[src/rtl/sm_twi_defs.sv]
// sm_twi_defs
//   Shared definitions for the two-port TWI master arbiter.
//   - state_t   : arbiter FSM encodings
//   - twi_cmd_t : byte command as forwarded to the engine
//                 [10] start, [9] stop, [8] rw, [7:0] wdata
//   - ABORT_CMD : command driven when a stalled owner is cut off
//   - DEF_TOUT  : default hold-timeout in clock cycles
package sm_twi_defs;

    typedef enum logic [2:0] {
        ST_IDLE       = 3'd0,
        ST_ISSUE      = 3'd1,
        ST_WAIT       = 3'd2,
        ST_HOLD       = 3'd3,
        ST_ABORT      = 3'd4,
        ST_ABORT_WAIT = 3'd5
    } state_t;

    typedef struct packed {
        logic       start;
        logic       stop;
        logic       rw;
        logic [7:0] wdata;
    } twi_cmd_t;

    // A bare STOP with no data phase; releases the bus on the wire.
    localparam twi_cmd_t ABORT_CMD = '{start: 1'b0, stop: 1'b1, rw: 1'b0, wdata: 8'h00};

    localparam logic [15:0] DEF_TOUT = 16'd1000;

endpackage

[src/rtl/sm_twi_rr_sel.sv]
// sm_twi_rr_sel
//   Two-way round-robin selector, purely combinational.
//   Ports:
//     eligible[1:0]  requesters allowed to win this cycle
//     pointer        requester favoured on a tie
//     advance        a transaction is finishing; move the pointer
//     last           requester that owned the finishing transaction
//     grant[1:0]     one-hot winner (zero when nobody is eligible)
//     pointer_next   pointer value for the next cycle
module sm_twi_rr_sel (
    input  logic [1:0] eligible,
    input  logic       pointer,
    input  logic       advance,
    input  logic       last,
    output logic [1:0] grant,
    output logic       pointer_next
);

    // NOTE: every output gets a default before the case so no path leaves
    // it unassigned, which would otherwise infer a latch.
    always_comb begin
        grant        = 2'b00;
        pointer_next = pointer;
        unique case (eligible)
            2'b01:   grant = 2'b01;
            2'b10:   grant = 2'b10;
            2'b11:   grant = pointer ? 2'b10 : 2'b01;
            default: grant = 2'b00;
        endcase
        // Favour whoever did not just own the bus.
        if (advance) pointer_next = ~last;
    end

endmodule

[src/rtl/sm_twi_arb.sv]
// sm_twi_arb
//   Shares one byte-level TWI master engine between requester 0 (CPU bridge)
//   and requester 1 (sensor poller). Ownership spans START..STOP; a stalled
//   owner is cut off with a forced STOP after TOUT idle hold cycles.
//   Ports:
//     clk, rst                  clock, synchronous active-high reset
//     req_valid/ready[1:0]      per-requester command handshake
//     req_start/stop/rw[1:0]    per-requester command fields
//     req_wdata[15:0]           write bytes, [7:0] req 0, [15:8] req 1
//     rsp_valid[1:0]            one-cycle result pulse to the owner
//     rsp_rdata, rsp_ack        result byte / slave ACK, valid with rsp_valid
//     m_cmd_valid/ready         command handshake to the engine
//     m_start/stop/rw, m_wdata  forwarded command fields
//     m_done, m_rdata, m_ack    engine completion and result
//     busy                      arbiter not idle
//     tout                      one-cycle pulse when a forced STOP completes
module sm_twi_arb
    import sm_twi_defs::*;
#(
    parameter int                TOUT_W = 16,
    parameter logic [TOUT_W-1:0] TOUT   = TOUT_W'(DEF_TOUT)
) (
    input  logic        clk,
    input  logic        rst,
    input  logic [1:0]  req_valid,
    output logic [1:0]  req_ready,
    input  logic [1:0]  req_start,
    input  logic [1:0]  req_stop,
    input  logic [1:0]  req_rw,
    input  logic [15:0] req_wdata,
    output logic [1:0]  rsp_valid,
    output logic [7:0]  rsp_rdata,
    output logic        rsp_ack,
    output logic        m_cmd_valid,
    input  logic        m_cmd_ready,
    output logic        m_start,
    output logic        m_stop,
    output logic        m_rw,
    output logic [7:0]  m_wdata,
    input  logic        m_done,
    input  logic [7:0]  m_rdata,
    input  logic        m_ack,
    output logic        busy,
    output logic        tout
);

    localparam logic [TOUT_W-1:0] TOUT_LAST = TOUT - TOUT_W'(1);

    state_t            state_q, state_d;
    twi_cmd_t          cmd_q, m_cmd;
    logic              owner_q;
    logic              ptr_q, ptr_next;
    logic [TOUT_W-1:0] cnt_q, cnt_d;
    logic [1:0]        rsp_valid_q;
    logic [7:0]        rsp_rdata_q;
    logic              rsp_ack_q, tout_q;

    logic [1:0] eligible, grant, owner_mask;
    logic       accept, advance, rsp_fire, tout_fire, gidx;

    assign owner_mask = owner_q ? 2'b10 : 2'b01;
    assign gidx       = grant[1];

    // New transactions need START in IDLE; during HOLD only the owner may
    // continue, with or without a repeated START.
    always_comb begin
        eligible = 2'b00;
        if (state_q == ST_IDLE)      eligible = req_valid & req_start;
        else if (state_q == ST_HOLD) eligible = req_valid & owner_mask;
    end

    sm_twi_rr_sel u_rr_sel (
        .eligible     (eligible),
        .pointer      (ptr_q),
        .advance      (advance),
        .last         (owner_q),
        .grant        (grant),
        .pointer_next (ptr_next)
    );

    assign accept    = (|grant) && !rst;
    assign req_ready = accept ? grant : 2'b00;

    always_comb begin
        state_d     = state_q;
        cnt_d       = cnt_q;
        advance     = 1'b0;
        rsp_fire    = 1'b0;
        tout_fire   = 1'b0;
        m_cmd_valid = 1'b0;
        m_cmd       = twi_cmd_t'('0);
        unique case (state_q)
            ST_IDLE: begin
                if (accept) state_d = ST_ISSUE;
            end
            ST_ISSUE: begin
                m_cmd_valid = 1'b1;
                m_cmd       = cmd_q;
                if (m_cmd_ready) state_d = ST_WAIT;
            end
            ST_WAIT: begin
                if (m_done) begin
                    rsp_fire = 1'b1;
                    if (cmd_q.stop) begin
                        state_d = ST_IDLE;
                        advance = 1'b1;
                    end else begin
                        state_d = ST_HOLD;
                        cnt_d   = '0;
                    end
                end
            end
            ST_HOLD: begin
                // An owner command on the last allowed cycle beats the timeout.
                if (accept)                  state_d = ST_ISSUE;
                else if (cnt_q == TOUT_LAST) state_d = ST_ABORT;
                else                         cnt_d   = cnt_q + TOUT_W'(1);
            end
            ST_ABORT: begin
                m_cmd_valid = 1'b1;
                m_cmd       = ABORT_CMD;
                if (m_cmd_ready) state_d = ST_ABORT_WAIT;
            end
            ST_ABORT_WAIT: begin
                if (m_done) begin
                    tout_fire = 1'b1;
                    state_d   = ST_IDLE;
                    advance   = 1'b1;
                end
            end
            default: state_d = ST_IDLE;
        endcase
    end

    // NOTE: sequential state uses non-blocking assignments so every register
    // samples the pre-edge values regardless of statement order.
    always_ff @(posedge clk) begin
        if (rst) begin
            state_q     <= ST_IDLE;
            cmd_q       <= twi_cmd_t'('0);
            owner_q     <= 1'b0;
            ptr_q       <= 1'b0;
            cnt_q       <= '0;
            rsp_valid_q <= 2'b00;
            rsp_rdata_q <= 8'h00;
            rsp_ack_q   <= 1'b0;
            tout_q      <= 1'b0;
        end else begin
            state_q     <= state_d;
            cnt_q       <= cnt_d;
            ptr_q       <= ptr_next;
            rsp_valid_q <= rsp_fire ? owner_mask : 2'b00;
            tout_q      <= tout_fire;
            if (rsp_fire) begin
                rsp_rdata_q <= m_rdata;
                rsp_ack_q   <= m_ack;
            end
            if (accept) begin
                owner_q <= gidx;
                cmd_q   <= '{start: req_start[gidx], stop: req_stop[gidx],
                             rw: req_rw[gidx], wdata: req_wdata[8*gidx +: 8]};
            end
        end
    end

    assign m_start   = m_cmd.start;
    assign m_stop    = m_cmd.stop;
    assign m_rw      = m_cmd.rw;
    assign m_wdata   = m_cmd.wdata;
    assign rsp_valid = rsp_valid_q;
    assign rsp_rdata = rsp_rdata_q;
    assign rsp_ack   = rsp_ack_q;
    assign busy      = (state_q != ST_IDLE);
    assign tout      = tout_q;

endmodule

[config.mk]
export PLATFORM = sky130hd
export DESIGN_NAME = sm_twi_arb
export DESIGN_NICKNAME = d
export VERILOG_FILES = /design/src/rtl/sm_twi_defs.sv /design/src/rtl/sm_twi_rr_sel.sv /design/src/rtl/sm_twi_arb.sv
export SDC_FILE = /design/constraint.sdc
export NUM_CORES = 1
export LEC_CHECK = 0
export ABC_AREA = 1
export ABC_CLOCK_PERIOD_IN_PS = 4500
export CORE_ASPECT_RATIO = 0.7
export CORE_MARGIN = 4
export CORE_UTILIZATION = 55
export CTS_BUF_LIST = sky130_fd_sc_hd__clkbuf_4 sky130_fd_sc_hd__clkbuf_8
export DETAILED_ROUTE_END_ITERATION = 8
export PLACE_DENSITY = 0.85
export SLEW_MARGIN = 0
export SYNTH_ARGS = -nofsm -noshare
export SYNTH_HDL_FRONTEND = slang
export SYNTH_SLANG_ARGS = --single-unit
[constraint.sdc]
create_clock -name clk -period 4.5 [get_ports clk]
set_input_delay 0.9 -clock clk [delete_from_list [all_inputs] [get_ports clk]]
set_output_delay 0.9 -clock clk [all_outputs]
set_load 0.02 [all_outputs]
==> results.tsv <==
metric	value	unit
CP Launch Point	req_valid[1]	
commonest non-fill, non-tap cells in the layout	nand2_1, clkdlybuf4s50_1, inv_1	
area delta synth->final	27.6	%
# setup viols final	0	
final hold violations	0	
Slew headroom	0.666	
TritonCTS Sinks	44	
Max FO, Critical Path	13	
via count	2769	
clock tree buffer depth	2	
routed wire length	7.17	mm
total track usage	0.244	
reg-to-reg startpoint	state_q[2]	
Max-cap violations	0	
Iter 0 DRT Violations	324	
Final min period	3590	ps
total stage count of the critical path	9	
Wirelength per Cell	13.8	um
Slew Limit Fails	0	
Final Cycle Share	0.799	
total grt overflow	0	
Detailed Place HPWL	5.33	mm
Reg clk slew, reported paths	90	ps
critical path class	in -> out	
Mapped Cells	410	
metal2 WL	2.97	mm
Seq/Total Area, Yosys	0.339	
Worst Path Arrival	2690	ps
largest net degree at the start of global routing	41	
core box area	4450	um2
die area	5910	um2
Ys Warns	0	
RD Place Congestion	0.998	
Die Y	65.5	um
CP endpoint kind	primary output	
Synth Area in Adders	0.00481	
# IOs	64	
VDD IR max	0.426	mV
placed insts	513	
CTS Buf Count	5	
critical path launch point type	primary input	
Highest Signal Layer	met4	
M1 WL	3.44	mm
CP endpoint	req_ready[1]	
register bit total from synthesis	44	
worst-margin pin slew	500	ps
nets	503	
Post-Synth XOR/XNOR Area	0.0168	
PwrDens	446	nW/um2
initial antenna violation count	0	
CTS Root Cell	clkbuf_8	
Distinct cells, synth	30	
syn nets	448	
Compound-Gate Fraction of Synth Area	0.108	
CP max stage delay	600	ps
post-CTS setup buffer count	0	
hold crit path type	reg -> reg	
die span in x	90.2	um
Resized cells post-CTS	0	
Worst Path Buf+Inv	3	
cell area after synthesis	2600	um2
reg2reg path depth	11	
RSZ-0062 raised after global routing	false	
Hold-fix buffers, CTS	0	
ANT nets after route	0	
H-Tree Depth	2	
worst-skew pair later-pin latency	300	ps
first-pass detailed-route iteration total	5	
Initial Util	0.584	
combinational family with the most area after synthesis	simple AND/OR/NAND/NOR gates	
commonest non-fill, non-tap cell in the layout	nand2_1	
Inserted Diodes	0	
mux cell area share after synthesis	0	
Achievable Freq	278	MHz
met3 wire length	678	um
number of port buffers	63	
setup TNS	0	ps
# rows	20	
worst reg-to-reg setup slack	1860	ps
skew final	6.94	ps
Simple-Gate Fraction of Synth Area	0.409	
share of layout cells above drive strength 1	0.0665	
CTS tree	done	
outcome	complete, no violations	
vias in the first global route	2435	
Final Non-Filler Cells	521	
DRC viols	0	
crit-path cells	clkdlybuf4s50_1, nand2_1, inv_1, nand2_1, nand2_1, nand2_2, o21bai_4, nor2_1, clkdlybuf4s50_1	
reg2reg end	cnt_q[14]	
most frequent CP cell	nand2_1	
slowest stage cell, crit path	clkdlybuf4s50_1	
Leakage Power	1.29	nW
mean area per synthesized cell	6.34	um2
first-pass GRT wire length	11.6	mm
WP data required	3600	ps
Vias/cell	5.31	
cell family contributing the most delay on the critical path	buffers and inverters	
## power breakdown
part           switching (mW)  internal, mW  total [mW]
logic                   0.455         0.261       0.716
clock network           0.149         0.125       0.274
registers              0.0480         0.443       0.491
total                   0.652         0.829        1.48
## worst min path at each step
stage	slack, ps	from	end	cells after the start
after CTS	470	rsp_rdata[4]	rsp_rdata[4]	2
after floorplan	440	cnt_q[15]	cnt_q[15]	2
after detailed placement	450	rsp_ack	rsp_ack	2
final	470	cmd_q[0]	cmd_q[0]	2
after global placement	450	rsp_rdata[2]	rsp_rdata[2]	2
after global routing	500	cmd_q[5]	cmd_q[5]	2
## sequential cells by signal, indices dropped and copies added (netlist names)
| name | flops |
|---|---|
| cmd_q | 11 |
| cnt_q | 16 |
| owner_q | 1 |
| ptr_q | 1 |
| rsp_ack | 1 |
| rsp_rdata | 8 |
| rsp_valid | 2 |
| state_q | 3 |
| tout | 1 |
## synth_stat cells (all sizes together)
cell | n | area [um2]
nand2 | 119 | 500
inv | 60 | 225
nand3 | 47 | 253
nor2 | 47 | 203
dfxtp | 44 | 881
a21oi | 39 | 203
nor3 | 12 | 60.1
clkbuf | 9 | 33.8
o21ai | 9 | 45.0
buf | 8 | 61.3
xor2 | 5 | 43.8
nand4 | 4 | 25.0
nor3b | 2 | 15.0
a211oi | 1 | 7.51
ha | 1 | 12.5
nand3b | 1 | 7.51
o21bai | 1 | 18.8
o22ai | 1 | 6.26
## kinds of logic after synthesis
logic type,after synthesis
xor gates and xnor gates,5
buffers and inverters,77
AOI/OAI and AO/OA,51
and+or+nand+nor,232
DFF,44
adders and majority gates,1
## routing by layer
layer  vias to the layer above  track usage
li1                       1400            -
met1                      1233        0.360
met2                       128        0.356
met3                         8       0.0561
met4                         0       0.0573
met5                         -            0
## cell type report
type	instances	area, um2
clock buffers	6	82.6
clock inverters	2	15.0
fillers	383	1140
inverters	60	225
multi-input cells	289	1400
flip-flops and latches	44	881
well taps	55	68.8
repair buffers	65	646
## worst reg2reg max path, cell delays in order, from the launching register on
cell and delay (ps):
dfxtp_1 420, nor2_2 180, nand2_1 90, inv_1 280, nand2_1 380, nor2_1 190
o21ai_0 110, inv_1 330, nand2_4 220, inv_1 160, nand2_1 70, a21oi_1 140
## per-stage QoR
| step | hold WS [ps] | power [mW] | setup WS, ps | util | cell area (um2) |
|---|---|---|---|---|---|
| final | 470 | 1.48 | 906 | 0.745 | 3320 |
| after detailed placement | 452 | 1.21 | 909 | 0.723 | 3220 |
| after global routing | 497 | 1.59 | 759 | 0.745 | 3320 |
| after global placement | 448 | 1.19 | 926 | 0.723 | 3220 |
| after CTS | 470 | 1.48 | 905 | 0.745 | 3320 |
| after floorplan | 444 | 1.03 | 1790 | - | 2600 |
Note: power is estimated with default switching activity, not from simulation.
==> patch 1: new RTL, same flow settings <==
Reset style: asynchronous (`rst`), changed in one clocked block. Comments in the files are not updated.
--- a/src/rtl/sm_twi_arb.sv
+++ b/src/rtl/sm_twi_arb.sv
@@ -134,7 +134,7 @@
 
     // NOTE: sequential state uses non-blocking assignments so every register
     // samples the pre-edge values regardless of statement order.
-    always_ff @(posedge clk) begin
+    always_ff @(posedge clk or posedge rst) begin
         if (rst) begin
             state_q     <= ST_IDLE;
             cmd_q       <= twi_cmd_t'('0);
Behaviour: differs if rst is asserted again (counterexample within 4 cycles, from zero or initial values and one cycle with rst high); with rst held inactive, the same outputs for 10 cycles.
==> patch 1 against the original RTL <==
Final area increased by 1.1%. Sequential cell count unchanged. Synthesized cell count decreased by 8.0%. Setup slack got worse by 220 ps. Wire length decreased by 11%. Hold slack improved by 17 ps. Area after synthesis increased by 0.19%. Total power increased by 23%. Critical endpoint unchanged. Largest cell class unchanged. Largest power group unchanged. Highest routed layer unchanged.
==> patch 1: results (changes against the original RTL) <==
metric	value	unit	change
drt-met1-wl	2970	µm	was 3440 µm
clkSlewWorstSetupHoldPaths	90	ps	about the same
slowest_stage	clkdlybuf4s50_1		unchanged
routed_wire_length_per_instance	12.8	µm	was 13.8 µm
grt_max_degree	46		was 41
result_of_the_run	finished clean		unchanged
worst_hold_slack	486	ps	was 470 ps
post_route_cells_drive_above_1_share	0.0679		was 0.0665
dpl_worst_slack	696	ps	was 909 ps
worst_r2r_path_depth	11		unchanged
syn_nets	415		was 448
grt_pass1_wl	11000	µm	was 11600 µm
initial_antenna_violation_count	0		unchanged
final.setup_skew	4.25	ps	was 6.94 ps
layout.filler_cells	367		was 383
ctsLongestPathBuffers	2		unchanged
end_of_the_worst_register_to_register_path	cmd_q[10]$_DFFE_PP0P_		was cnt_q[14]$_SDFFE_PP0P_
largest_register_ffs	16		unchanged
grt_util_all_layers	0.231		was 0.244
drt_first_pass_iters	4		was 5
worst_hold_startpoint	cmd_q[1]$_DFFE_PP0P_		was cmd_q[0]$_SDFFE_PP0P_
via_count_of_the_first_global_routing_pass	2378		was 2435
async_reset_ff_frac	1.00		was 0
slew_at_the_pin_with_the_worst_max_slew_slack	575	ps	was 500 ps
timing.critical_path.max_delay_family	buffers and inverters		unchanged
synth_sequential_area_ratio	0.422		was 0.339
critPathMaxFanout	14		was 13
final_critical_path_setup_slack	685	ps	was 906 ps
clk_latency	310	ps	
via_count	2482		was 2769
num-nets-final	479		was 503
worst_ir_drop_vdd	396	µV	was 426 µV
whs_path_depth	2		unchanged
setup.reg_to_reg.worst_slack	2330	ps	was 1860 ps
leakage_dissipation	1.69	nW	was 1.29 nW
postSynth.topFlopCell	dfrtp_1		was dfxtp_1
synth_unique_cells	26		was 30
initial_detailed_routing_violation_count	190		was 324
launch_instance_of_the_worst_register_to_register_path	state_q[0]$_DFFE_PP0P_		was state_q[2]$_SDFFE_PP0P_
hpwl	4880	µm	was 5330 µm
wl_met2	2740	µm	was 2970 µm
detailroute.wirelength.met3	567	µm	was 678 µm
ys_top_cells_by_count	nand2_1 (136), inv_1 (60), dfrtp_1 (44), nor2_1 (44), nand3_1 (24)		was nand2_1 (109), inv_1 (57), nand3_1 (45)
hold-path-endpoint	cmd_q[1]$_DFFE_PP0P_		was cmd_q[0]$_SDFFE_PP0P_
gp_routability_congestion	0.916		was 0.998
critPathArrivalTime	2920	ps	was 2690 ps
synth_area_leaders	dfrtp_1 (42%), nand2_1 (20%), inv_1 (8.6%)		was dfxtp_1 (34%), nand2_1 (16%), nand3_1 (8.7%)
==> patch 1: cell types whose count changed in the layout (fill, tap and decap cells not counted), moves of 3 or more <==
cell and change:
nand3_1 -21, dfxtp_1 -44, nand2_1 +27, mux2_2 +9, a21oi_1 -27, o21ai_1 +7, nand2_2 -3, nor3_1 -9
o21ai_0 -4, dfrtp_1 +44
==> patch 1: per-layer routing <==
metal	up-vias	GRT usage
met5	-	0
met1	1118	0.319
li1	1265	-
met2	87	0.344
met4	0	0.0630
met3	12	0.0835
==> patch 1: layout make-up <==
cell class	count	share of cell area
Tap cell	55	0.0205
Sequential cell	44	0.328
Clock buffer	5	0.0205
Timing Repair Buffer	66	0.195
Multi-Input combinational cell	261	0.360
Clock inverter	3	0.00559
Inverter	63	0.0705
==> patch 1: stage by stage <==
step	cell area, µm²	cells
finish	3350	497
global route	3350	497
CTS	3350	497
detailed placement	3270	489
global placement	3270	489
floorplan	2610	377
==> patch 1: where the power goes <==
part | leakage, nW | internal, W | total (W) | switching, W
sequential | 0.571 | 0.000515 | 0.000595 | 0.0000804
clock | 0.0479 | 0.000108 | 0.000253 | 0.000144
combinational | 1.07 | 0.000382 | 0.000979 | 0.000597
total | 1.69 | 0.00100 | 0.00183 | 0.000822
==> patch 1: kinds of logic (layout without fill, tap and decap cells) <==
family / after synthesis / after routing / synth area share
AO/OA/AOI/OAI: 23 / 23 / 0.0446
flip-flops: 44 / 44 / 0.422
multiplexers: 9 / 9 / 0.0389
AND/OR/NAND/NOR: 220 / 220 / 0.348
buffers and inverters: 72 / 137 / 0.114
XOR/XNOR: 8 / 8 / 0.0269
adder cells (fa/ha/maj): 1 / 1 / 0.00480
==> patch 2: new RTL, same settings <==
Made on the original files. `TOUT_W`: 16 -> 18.
--- a/src/rtl/sm_twi_arb.sv
+++ b/src/rtl/sm_twi_arb.sv
@@ -17,7 +17,7 @@
 module sm_twi_arb
     import sm_twi_defs::*;
 #(
-    parameter int                TOUT_W = 16,
+    parameter int                TOUT_W = 18,
     parameter logic [TOUT_W-1:0] TOUT   = TOUT_W'(DEF_TOUT)
 ) (
     input  logic        clk,
Formal check against the unedited RTL: same outputs for any inputs over 10 cycles, from zero or initial values and one cycle with rst high; that may be too few to reach the edited logic, so the function may still have changed.
==> patch 2 against the original RTL <==
Non-clock buffer count decreased by 1. Critical path depth increased by 1. Largest cell class unchanged. Count of clock-buffer cells in the layout unchanged. Total power increased by 3.6%. Final area increased by 4.6%. Wire length decreased by 4.0%. Area after synthesis increased by 4.3%. Sequential power increased by 5.7%. Sequential cell count increased by 2. Setup slack got worse by 290 ps.
==> patch 2: results (changes against the original RTL) <==
metric	value	unit	change
num-nets-final	521		was 503
synth_sequential_area_ratio	0.339		about the same
relSlewSlack	0.556		was 0.666
syn_nets	464		was 448
clk_latency	310	ps	
antennaDiodeCount	0		unchanged
setup.reg_to_reg.worst_slack	2440	ps	was 1860 ps
post_route_cells_drive_above_1_share	0.0766		was 0.0665
grt_util_all_layers	0.232		was 0.244
cts_htree_levels	2		unchanged
synth_largest_type_area_fraction	0.339		about the same
period_minus_slack	3890	ps	was 3590 ps
slowest_stage	clkdlybuf4s50_1		unchanged
timing.critical_path.max_delay_family	buffers and inverters		unchanged
ys_top_cells_by_count	nand2_1 (111), inv_1 (64), nor2_1 (58)		was nand2_1 (109), inv_1 (57), nand3_1 (45)
synth_unique_cells	27		was 30
worst_ir_drop_vdd	302	µV	was 426 µV
synthesis.yosys.warnings	0		unchanged
drt_first_pass_iters	5		unchanged
synth_area_leaders	dfxtp_1 (34%), nand2_1 (15%), inv_1 (8.9%)		was dfxtp_1 (34%), nand2_1 (16%), nand3_1 (8.7%)
critPathArrivalTime	2990	ps	was 2690 ps
grt_pass1_wl	11300	µm	was 11600 µm
finalHoldViolations	0		unchanged
initial_antenna_violation_count	0		unchanged
largest_register_ffs	18		was 16
number_of_clock_buffers_inserted_by_tritoncts	5		unchanged
clkSlewWorstSetupHoldPaths	80	ps	
hpwl	5100	µm	was 5330 µm
via_count	2753		was 2769
via_count_of_the_first_global_routing_pass	2460		was 2435
gp_routability_congestion	0.936		was 0.998
largest-register	cnt_q		unchanged
routed_wire_length_per_instance	12.5	µm	was 13.8 µm
postSynth.topFlopCell	dfxtp_1		unchanged
grt_max_degree	34		was 41
final.setup_skew	7.27	ps	was 6.94 ps
critPathMaxFanout	14		was 13
leakage_dissipation	1.36	nW	was 1.29 nW
result_of_the_run	finished clean		unchanged
post_cts_resize_count	0		unchanged
dpl_worst_slack	639	ps	was 909 ps
delay_contributed_by_the_slowest_stage_of_the_critical_path	610	ps	
path_buf_inv	4		was 3
initial_detailed_routing_violation_count	197		was 324
[patch 2: through the flow]
stage / cells / power (W) / hold WS [ps] / instance area, µm²
3_3_place_gp: 545 / 0.00119 / 433 / 3360
6_report: 552 / 0.00153 / 453 / 3470
3_5_place_dp: 545 / 0.00122 / 439 / 3360
5_1_grt: 552 / 0.00163 / 478 / 3470
4_1_cts: 552 / 0.00154 / 452 / 3470
2_1_floorplan: 426 / 0.00103 / 443 / 2710
[patch 2: logic make-up after synthesis]
| group | after synthesis | share of synthesized area |
|---|---|---|
| buf+inv | 79 | 0.121 |
| compound gates | 62 | 0.127 |
| fa+ha+maj | 1 | 0.00461 |
| xor+xnor | 9 | 0.0290 |
| simple gates | 229 | 0.379 |
| flops | 46 | 0.339 |
[patch 2: path summary, 6_finish.rpt]
kind,endpoint,cells past startpoint,start
hold reg to reg,rsp_ack$_SDFFE_PP0P_,2,rsp_ack$_SDFFE_PP0P_
hold / removal,rsp_ack$_SDFFE_PP0P_,2,rsp_ack$_SDFFE_PP0P_
setup reg to reg,cmd_q[10]$_SDFFE_PP0P_,11,state_q[2]$_SDFFE_PP0P_
setup / recovery,req_ready[1],10,req_valid[1]
[patch 2: worst reg2reg max path, stage by stage (launching register included)]
cell     delay, ps
dfxtp_1        410
nor2_2         240
nand2_2        130
nor2_2         100
inv_1           50
nand2_2         90
inv_1           40
nand2_1        330
nand2_1        260
nand2_1        130
nand2_1         70
a21oi_1        130
[patch 2: layer usage]
metal	GRT usage	wire (µm)	up-vias
li1	-	-	1435
met1	0.302	3300	1207
met2	0.361	2930	105
met3	0.0824	585	6
met4	0.0722	66	0
met5	0	0	-
[patch 2: power breakdown]
part / leakage, nW / switching [W] / total (W) / internal [W]
Combinational: 0.934 / 0.000453 / 0.000700 / 0.000247
Sequential: 0.374 / 0.0000483 / 0.000519 / 0.000470
Clock: 0.0573 / 0.000138 / 0.000316 / 0.000178
[patch 2: layout make-up]
| cell class | instances | area, µm² |
|---|---|---|
| Multi-Input combinational cell | 301 | 1470 |
| Tap cell | 69 | 86.3 |
| Inverter | 65 | 246 |
| Fill cell | 378 | 1310 |
| Timing Repair Buffer | 64 | 638 |
| Clock inverter | 1 | 30.0 |
| Sequential cell | 46 | 921 |
| Clock buffer | 6 | 82.6 |
